===== src/rtl/display_tx_buf.sv =====
// display_tx_buf: 32-entry character FIFO drained over an 8N1 UART line.
// CPU display port on one side, board TX pin on the other.
module display_tx_buf #(
  parameter int CLK_FREQ     = 100000000,
  parameter int BAUD_RATE    = 115200,
  parameter int CLKS_PER_BIT = CLK_FREQ / BAUD_RATE
) (
  input  logic       clk,
  input  logic       reset,
  input  logic       DSP_write_en,
  input  logic [6:0] DSP_data,
  input  logic       DSP_clear,
  output logic       DSP_status,
  output logic       buf_empty,
  output logic       tx_busy,
  output logic       tx
);

  localparam int BW = $clog2(CLKS_PER_BIT);
  localparam logic [BW-1:0] BAUD_LAST = BW'(CLKS_PER_BIT - 1);

  typedef enum logic [1:0] {
    IDLE,
    START,
    DATA,
    STOP
  } state_t;

  state_t        state_q;
  logic [BW-1:0] baud_cnt_q;
  logic [2:0]    bit_idx_q;
  logic [7:0]    shift_q;
  logic          tx_q;

  logic [5:0]    wptr_q;
  logic [5:0]    rptr_q;
  logic [6:0]    mem_q [32];

  logic          full;
  logic          empty;
  logic          wr_en;
  logic          pop;
  logic          baud_tick;

  assign empty     = (wptr_q == rptr_q);
  assign full      = (wptr_q[4:0] == rptr_q[4:0]) &&
                     (wptr_q[5] != rptr_q[5]);
  // full is judged before any same-cycle pop; clear wins over both
  assign wr_en     = DSP_write_en && !full && !DSP_clear;
  assign pop       = (state_q == IDLE) && !empty && !DSP_clear;
  assign baud_tick = (baud_cnt_q == BAUD_LAST);

  assign DSP_status = !full;
  assign buf_empty  = empty;
  assign tx_busy    = (state_q != IDLE);
  assign tx         = tx_q;

  // character storage, no reset needed
  always_ff @(posedge clk) begin
    if (wr_en) begin
      mem_q[wptr_q[4:0]] <= DSP_data;
    end
  end

  // FIFO pointers: write advance, pop advance, clear snaps read to write
  always_ff @(posedge clk or posedge reset) begin
    if (reset) begin
      wptr_q <= 6'd0;
      rptr_q <= 6'd0;
    end else begin
      if (wr_en) begin
        wptr_q <= wptr_q + 6'd1;
      end
      if (DSP_clear) begin
        rptr_q <= wptr_q;
      end else if (pop) begin
        rptr_q <= rptr_q + 6'd1;
      end
    end
  end

  // serializer FSM; tx is registered alongside the next state
  always_ff @(posedge clk or posedge reset) begin
    if (reset) begin
      state_q    <= IDLE;
      baud_cnt_q <= '0;
      bit_idx_q  <= 3'd0;
      shift_q    <= 8'd0;
      tx_q       <= 1'b1;
    end else begin
      unique case (state_q)
        IDLE: begin
          tx_q <= 1'b1;
          if (pop) begin
            shift_q    <= {1'b0, mem_q[rptr_q[4:0]]};
            baud_cnt_q <= '0;
            bit_idx_q  <= 3'd0;
            tx_q       <= 1'b0;
            state_q    <= START;
          end
        end
        START: begin
          if (baud_tick) begin
            baud_cnt_q <= '0;
            tx_q       <= shift_q[0];
            state_q    <= DATA;
          end else begin
            baud_cnt_q <= baud_cnt_q + 1'b1;
          end
        end
        DATA: begin
          if (baud_tick) begin
            baud_cnt_q <= '0;
            if (bit_idx_q == 3'd7) begin
              tx_q    <= 1'b1;
              state_q <= STOP;
            end else begin
              shift_q   <= {1'b0, shift_q[7:1]};
              tx_q      <= shift_q[1];
              bit_idx_q <= bit_idx_q + 3'd1;
            end
          end else begin
            baud_cnt_q <= baud_cnt_q + 1'b1;
          end
        end
        STOP: begin
          if (baud_tick) begin
            baud_cnt_q <= '0;
            tx_q       <= 1'b1;
            state_q    <= IDLE;
          end else begin
            baud_cnt_q <= baud_cnt_q + 1'b1;
          end
        end
        default: begin
          state_q <= IDLE;
        end
      endcase
    end
  end

endmodule


===== config.mk =====
export PLATFORM = sky130hd
export DESIGN_NAME = display_tx_buf
export DESIGN_NICKNAME = d
export VERILOG_FILES = /design/src/rtl/display_tx_buf.sv
export SDC_FILE = /design/constraint.sdc
export NUM_CORES = 1
export LEC_CHECK = 0
export CAP_MARGIN = 5
export CORE_AREA = 2 2 172 217
export CTS_CLUSTER_SIZE = 12
export DETAILED_ROUTE_END_ITERATION = 12
export DIE_AREA = 0 0 174 219
export SYNTH_ARGS = -nofsm -noshare
export SYNTH_HDL_FRONTEND = slang
export SYNTH_SLANG_ARGS = --single-unit

===== constraint.sdc =====
create_clock -name clk -period 3.5 [get_ports clk]
set_input_delay 0.7 -clock clk [delete_from_list [all_inputs] [get_ports clk]]
set_output_delay 0.7 -clock clk [all_outputs]
set_load 0.02 [all_outputs]

==> results.cfg, run 1 <==
[status]
run_status = finished clean

[global_routing]
busiest_layer = met2
first_global_vias = 5580
grt_usage = 0.1174
grt_use_met3 = 0.01733
grt_antenna_before_repair = 1
grt_util_met2 = 0.2070
grt.met1_usage = 0.1510
grt_pass1_wl_um = 34420
grt_max_degree = 59
overflow = 0

[routing]
wl_um = 21930
ant_nets = 0
avgViaCountPerCell = 4.753
routedWlPerCell_um = 19.17
firstDrtPassIters = 4
vias = 5437
drc = 0
drtIter0Drc = 429

[cells_and_area]
fin_area_sq_um = 12430
fin_util = 0.3461
syn2layout_area_growth_pct = 16.32
diodes = 0
fillers = 3419
num-nets-final = 668
drive_above_1_share = 0.2395

[logic_synthesis]
synth-seq-cells = 259
synth_top_family_by_area = multiplexers
yosys.area_share.simple = 0.05082
synth.area.mux_share = 0.1591
ys_types = 46
synth-compound-area-share = 0.03255
synth_fp_nets = 606
synth_xor_area_frac = 0.01311
async_flop_share = 0.1351
yosys_warnings = 0
syn_area_sq_um = 10690
synth_seq_area_share = 0.7116
synth_edf_count = 224
synth.avg_cell_area_sq_um = 18.36
synthFlopType = edfxtp_1
synth_cells = 582
synthAdderAreaFrac = 0.01522

[floorplan]
coreArea_sq_um = 35910
rows = 78
start_util = 0.2975
die_w_um = 174
io_pins = 15
die-height_um = 219
dieArea_sq_um = 38110

[critical_path]
cp-startpoint = rptr_q[0]
timing.rr.end = shift_q[6]
required_ns = 2.80
slowest_stage = clkdlybuf4s50_1
rr_worst_depth = 7
reg2reg_from = state_q[0]
cp-endpoint = buf_empty
cp.arrival_ns = 2.52
crit_type = flip-flop to output pin
r2r_slack_ns = 0.75
critPathCaptureType = output pin
path_cells = xnor2_1, nand3_1, nor3_1, clkdlybuf4s50_1
cp_slowest_stage_delay_ns = 0.67
crit_fanout = 8
start_kind = flip-flop

[power_and_ir_drop]
power_leakage_nw = 4.052
share_comb_of_total_power = 0.305
power_density_nw_per_um2 = 739.3
power.switching_mw = 2.804
p_int_mw = 6.385
seq_power_share = 0.415
vdd_drop_max_mv = 0.2989
p_sw_frac = 0.3051
power_frac_clock = 0.280

[cts]
cts_hold_buf = 0
cts_buffer_depth = 3
cts-resized-gates = 0
root_buffer = clkbuf_16
post-cts-setup-buffer-count = 0
insertion_delay_ns = 0.53
cts_tree = built
htree_num_levels = 1
cts_buffers = 27
numClockSinks = 259
clk_pin_slew_worst_paths_ns = 0.06

[placed_design]
gp_congestion = 0.7368
placed_cell_area_sq_um = 11660
hpwl_um = 13760
port_buffers = 14

[timing]
fmax_mhz = 310.7
worstMarginPinSlew_ns = 0.8904
rsz0062_at_grt = no
finalSetupTns_ns = 0
layout_min_cycle_time_ns = 3.218
post-route-period-util = 0.9195
setup_viol = 0
worst_clock_skew_ns = 0.01261
whs_ns = 0.4879
hold_violations = 0
maxSlewViolCount = 0
max_slew_margin = 0.4064

[worst_hold_path]
hold_class = flip-flop to flip-flop

[flow_run]
cap_violations = 0
==> final cells by class <==
cell class / count / area [sq um] / area share
clock buffers: 42 / 732.0 / 0.05889
clock inverters: 7 / 40.04 / 0.003221
inverters: 11 / 41.29 / 0.003322
multi-input cells: 283 / 2894 / 0.2328
flip-flops and latches: 259 / 7609 / 0.6121
well taps: 480 / 600.6 / 0.04832
repair buffers: 62 / 513.0 / 0.04127
==> kinds of logic after synthesis <==
kind of cell | after synthesis
buf+inv | 40
simple gates | 116
xor+xnor | 16
flops | 259
compound gates | 54
mux | 84
fa+ha+maj | 13
==> stage by stage <==
stage                     worst slack [ns]  instances  power, mW
final                               0.2816       1144      9.188
after global routing               0.09799       1144      9.679
after CTS                           0.2504       1144      9.323
after detailed placement            0.6725       1095      6.736
after global placement              0.7353       1095      6.700
after floorplan                      1.151        582      5.924
==> per-layer routing <==
layer	vias up	part of all wire	routed length (um)
met1	2868	0.43	9363
met2	104	0.51	11250
li1	2436	-	-
met5	-	0.00059	13
met3	27	0.042	920
met4	2	0.017	375
==> worst min-delay path by stage <==
| stage | endpoint | slack, ns | startpoint | cells past startpoint |
|---|---|---|---|---|
| 5_1_grt | bit_idx_q[2] | 0.52 | bit_idx_q[2] | 2 |
| 6_report | shift_q[2] | 0.49 | shift_q[2] | 2 |
| 2_1_floorplan | bit_idx_q[1] | 0.45 | bit_idx_q[1] | 2 |
| 3_5_place_dp | shift_q[2] | 0.48 | shift_q[2] | 2 |
| 3_3_place_gp | shift_q[2] | 0.47 | shift_q[2] | 2 |
| 4_1_cts | shift_q[2] | 0.49 | shift_q[2] | 2 |
==> cells in the final DEF, fill, tap and decap left out, types with 4 or more instances in the layout <==
cell             instances
a21oi_1                  4
buf_4                   47
clkbuf_1                15
clkbuf_16               27
clkdlybuf4s50_1         14
dfrtp_1                 32
edfxtp_1               224
ha_1                    13
inv_1                   10
mux2_2                   7
mux2i_1                  9
mux4_2                  68
nand2_1                 32
nand2b_1                 4
nand3_1                  9
nand3b_1                 4
nand4_1                  5
nor2_1                  42
nor2b_1                  4
o21ai_0                 20
o21ai_1                  6
o31ai_1                  7
or3_1                    5
xnor2_1                 10
xor2_1                   6
==> power groups by stage <==
stage | registers (mW) | clock network (mW) | logic (mW)
2_1_floorplan | 3.77 | 0 | 2.15
3_3_place_gp | 3.87 | 0 | 2.83
3_5_place_dp | 3.87 | 0 | 2.86
4_1_cts | 3.81 | 2.64 | 2.87
5_1_grt | 3.84 | 2.75 | 3.08
6_report | 3.81 | 2.57 | 2.80
==> registers in the layout, summed over array words and instances (netlist names) <==
signal	cells
state_q	2
rptr_q	6
wptr_q	6
baud_cnt_q	10
shift_q	7
bit_idx_q	3
tx	1
mem_q	224
==> Yosys cell counts (2+ instances only) <==
cell type,count,share of area
dfrtp_1,34,0.080
nor2_1,42,0.015
inv_1,10,0.0035
a311oi_1,2,0.0016
xnor2_1,10,0.0082
buf_1,4,0.0014
mux4_2,68,0.14
or4_1,2,0.0014
a21oi_1,4,0.0019
o21ai_1,6,0.0028
o41ai_1,2,0.0016
buf_6,2,0.0021
nand4_1,5,0.0029
buf_4,4,0.0028
or3_1,5,0.0029
mux2i_1,9,0.0084
a2111oi_0,2,0.0016
o31ai_1,7,0.0049
nor2b_1,4,0.0023
nand3_1,9,0.0042
nand3b_1,4,0.0028
nand2b_1,4,0.0023
xor2_1,6,0.0049
ha_1,13,0.015
o211ai_1,2,0.0014
nor3_1,3,0.0014
clkbuf_1,13,0.0046
buf_2,6,0.0028
nand2_1,32,0.011
and4_1,2,0.0016
a22o_1,3,0.0025
edfxtp_1,224,0.63
o21ai_0,20,0.0094
mux2_2,7,0.0074
==> critical path, delay by kind of cell (launching register included) <==
family / cells / cell delay, ns
buffers and inverters: 1 / 0.67
XOR/XNOR: 1 / 0.17
flip-flops: 1 / 0.55
AND/OR/NAND/NOR: 2 / 0.60
Note: power is estimated with default switching activity, not from simulation.
==> run 2, diff against run 1 <==
DONT_BUFFER_PORTS = 1   (was not set)
==> results.cfg, run 2 (same netlist as run 1, synthesis figures left out) <==
[status]
run_status = finished clean

[critical_path]
start_kind = flip-flop
required_ns = 2.80
cp.arrival_ns = 1.98
crit_type = flip-flop to output pin
cp-startpoint = rptr_q[0]
critPathCaptureType = output pin
reg2reg_from = rptr_q[0]
crit_fanout = 8

[global_routing]
grt_antenna_before_repair = 0
grt_usage = 0.1185
grt_pass1_wl_um = 34270
overflow = 0
grt_max_degree = 59
first_global_vias = 5494

[floorplan]
die-height_um = 219
io_pins = 15
coreArea_sq_um = 35910
dieArea_sq_um = 38110
start_util = 0.2975
rows = 78
die_w_um = 174

[cts]
post-cts-setup-buffer-count = 0
numClockSinks = 259
insertion_delay_ns = 0.53
htree_num_levels = 1
clk_pin_slew_worst_paths_ns = 0.06
cts_buffers = 26
cts_buffer_depth = 3
cts_hold_buf = 0
cts_tree = built
root_buffer = clkbuf_16
cts-resized-gates = 0

[timing]
whs_ns = 0.1781
worst_clock_skew_ns = 0.01488
fmax_mhz = 373.2
layout_min_cycle_time_ns = 2.680
post-route-period-util = 0.7656
max_slew_margin = 0.3896
setup_viol = 0
final.setup.worst_slack_ns = 0.8203
hold_violations = 0
worstMarginPinSlew_ns = 0.9123
maxSlewViolCount = 0
finalSetupTns_ns = 0
rsz0062_at_grt = no

[placed_design]
gp_congestion = 0.7249
place_ws_ns = 0.7983
placed_cell_area_sq_um = 11460
port_buffers = 0
hpwl_um = 13870
placedCellCount = 1072

[routing]
vias = 5265
drtIter0Drc = 440
wl_um = 22000
firstDrtPassIters = 4
drc = 0
ant_nets = 0
avgViaCountPerCell = 4.726
routedWlPerCell_um = 19.75

[cells_and_area]
diodes = 0
syn2layout_area_growth_pct = 14.43
multi_input_area_sq_um = 2894
mostFrequentLayoutCells = edfxtp_1 (224), mux4_2 (68), nor2_1 (42)
ff_latch_area_sq_um = 7609
fin_cells = 1114
fin_area_sq_um = 12230
mostFrequentLayoutCell = edfxtp_1
fillers = 3436
largest_reg_flops = 224
drive_above_1_share = 0.2334
num-nets-final = 644
fin_util = 0.3404

[power_and_ir_drop]
vdd_drop_max_mv = 0.3518
power_density_nw_per_um2 = 747.0
power_leakage_nw = 3.948
finalPower_mw = 9.133

[flow_run]
cap_violations = 0

[worst_hold_path]
hold_class = input port to asynchronous set/reset pin
[run 2: layout make-up]
class,count,share of cell area
clock inverter,3,0.003582
multi-input combinational,283,0.2367
timing repair buffer,39,0.02599
sequential,259,0.6223
inverter,11,0.003377
clock buffer,39,0.05894
tap,480,0.04912
[run 2: power breakdown]
group | total [mW] | switching, mW | internal [mW] | leakage (nW)
sequential | 3.80 | 0.209 | 3.59 | 2.46
combinational | 2.73 | 1.40 | 1.33 | 1.12
clock | 2.60 | 1.12 | 1.48 | 0.369
[run 2: final timing paths]
kind	to	slack, ns	depth (start not counted)
max in group asynchronous	tx	2.56	2
hold / removal	shift_q[1]	0.18	1
hold reg to reg	shift_q[2]	0.49	2
min in group clk	mem_q[26][6]	0.26	0
setup reg to reg	mem_q[23][6]	0.83	5
setup / recovery	DSP_status	0.82	3
[run 2: metal layers]
layer | part of all wire | track usage | wire (um) | up-vias
met3 | 0.040 | 0.02027 | 876 | 29
met2 | 0.53 | 0.2141 | 11650 | 81
li1 | - | - | - | 2404
met5 | 0 | 0 | 0 | -
met4 | 0.020 | 0.03725 | 447 | 0
met1 | 0.41 | 0.1445 | 9025 | 2751
[run 2: worst max-delay path, cell delays in order, from the launching register on]
cell	delay [ns]
dfrtp_4	0.50
xnor2_1	0.16
nand3_1	0.25
or3_1	0.54
==> run 3, diff against run 2 <==
clock period = 2.8 ns   (was 3.5 ns; I/O delays follow)
==> results.cfg, run 3 (same netlist as run 1, synthesis figures left out) <==
[routing]
drtIter0Drc = 438
routedWlPerCell_um = 19.99
drc = 0
ant_nets = 0
wl_um = 22230
firstDrtPassIters = 4
vias = 5252
avgViaCountPerCell = 4.723

[status]
run_status = finished clean

[cts]
insertion_delay_ns = 0.53
root_buffer = clkbuf_16
cts_tree = built
clk_pin_slew_worst_paths_ns = 0.06
post-cts-setup-buffer-count = 0
numClockSinks = 259
htree_num_levels = 1
cts_buffer_depth = 3
cts_buffers = 27

[critical_path]
critPathCaptureType = flip-flop
cp.arrival_ns = 3.05
start_kind = flip-flop
crit_fanout = 28
crit_type = flip-flop to flip-flop
required_ns = 3.22

[cells_and_area]
num-nets-final = 635
fin_area_sq_um = 12220
drive_above_1_share = 0.2247
syn2layout_area_growth_pct = 14.40
diodes = 0
mostFrequentLayoutCells = edfxtp_1 (224), mux4_2 (68), nor2_1 (42)
mostFrequentLayoutCell = edfxtp_1
largest_reg_flops = 224

[timing]
maxSlewViolCount = 0
layout_min_cycle_time_ns = 2.631
setup_viol = 0
max_slew_margin = 0.3959
rsz0062_at_grt = no
finalSetupTns_ns = 0
fmax_mhz = 380.0
worst_clock_skew_ns = 0.01455
post-route-period-util = 0.9398
worstMarginPinSlew_ns = 0.9027
hold_violations = 0

[flow_run]
cap_violations = 0

[global_routing]
overflow = 0
grt_usage = 0.1181
grt_antenna_before_repair = 0
grt_pass1_wl_um = 34070
grt_max_degree = 59
first_global_vias = 5527

[floorplan]
coreArea_sq_um = 35910
rows = 78
die_w_um = 174
start_util = 0.2975
io_pins = 15
die-height_um = 219
dieArea_sq_um = 38110

[placed_design]
gp_congestion = 0.7315
hpwl_um = 14150
placed_cell_area_sq_um = 11400
port_buffers = 0

[power_and_ir_drop]
power_density_nw_per_um2 = 960.3
finalPower_mw = 11.74
power_leakage_nw = 3.916
vdd_drop_max_mv = 0.4367

[worst_hold_path]
hold_class = input port to asynchronous set/reset pin
-- run 3: cell types whose count changed in the layout (fill, tap and decap cells not counted) --
cell / delta
buf_4: -11
clkbuf_1: +2
clkbuf_8: +2
clkinv_1: +2
a2111oi_0: -1
a2111oi_1: +1
buf_12: +1
clkinvlp_4: +1
inv_6: +1
-- run 3: layer usage --
metal  up-vias  track usage  wire length (um)
li1       2384            -                 -
met1      2718       0.1471              9189
met2       117       0.2117             11530
met3        33      0.01923               998
met4         0      0.03473               509
met5         -            0                 0
-- run 3: worst paths after layout --
| kind | depth (start not counted) | slack [ns] | to | from |
|---|---|---|---|---|
| setup / recovery | 7 | 0.17 | shift_q[6] | rptr_q[0] |
| hold / removal | 2 | 0.03 | shift_q[0] | reset |
| setup reg to reg | 7 | 0.17 | shift_q[6] | rptr_q[0] |
| hold reg to reg | 2 | 0.49 | bit_idx_q[1] | bit_idx_q[1] |
| max in group asynchronous | 2 | 2.40 | rptr_q[0] | reset |
| min in group clk | 0 | 0.13 | mem_q[10][5] | DSP_data[5] |
-- run 3: per-stage QoR --
step / std cells / util / hold WS (ns) / setup WS, ns
3_3_place_gp: 1062 / 0.3174 / 0.4684 / -0.03467
3_5_place_dp: 1062 / 0.3174 / 0.4805 / -0.01797
2_1_floorplan: 582 / - / 0.4538 / 0.5340
5_1_grt: 1112 / 0.3404 / 0.06971 / 0.06768
6_report: 1112 / 0.3404 / 0.03312 / 0.1686
4_1_cts: 1112 / 0.3404 / 0.03583 / 0.1402
-- run 3: what timing repair did --
action	4_1_cts	5_1_grt
resized for setup	1	0
setup endpoints to repair	1	0
hold buffers	0	0
-- run 3: final cells by class --
type | count | area [sq um]
fillers | 3456 | 23690
clock inverters | 7 | 67.56
inverters | 11 | 41.29
clock buffers | 43 | 755.7
multi-input cells | 283 | 2895
repair buffers | 29 | 255.2
well taps | 480 | 600.6
flip-flops and latches | 259 | 7609
-- run 3: worst max-delay path: stages (launching register included) --
cell and delay, ns:
dfrtp_4 0.45, buf_12 0.26, mux4_2 0.52, nor2b_1 0.15, a2111oi_1 0.68, buf_4 0.22, a311oi_1 0.04, a22o_1 0.19
-- run 3: power by group --
group,switching [mW],internal (mW)
logic,1.93,1.78
registers,0.189,4.50
clock network,1.41,1.94
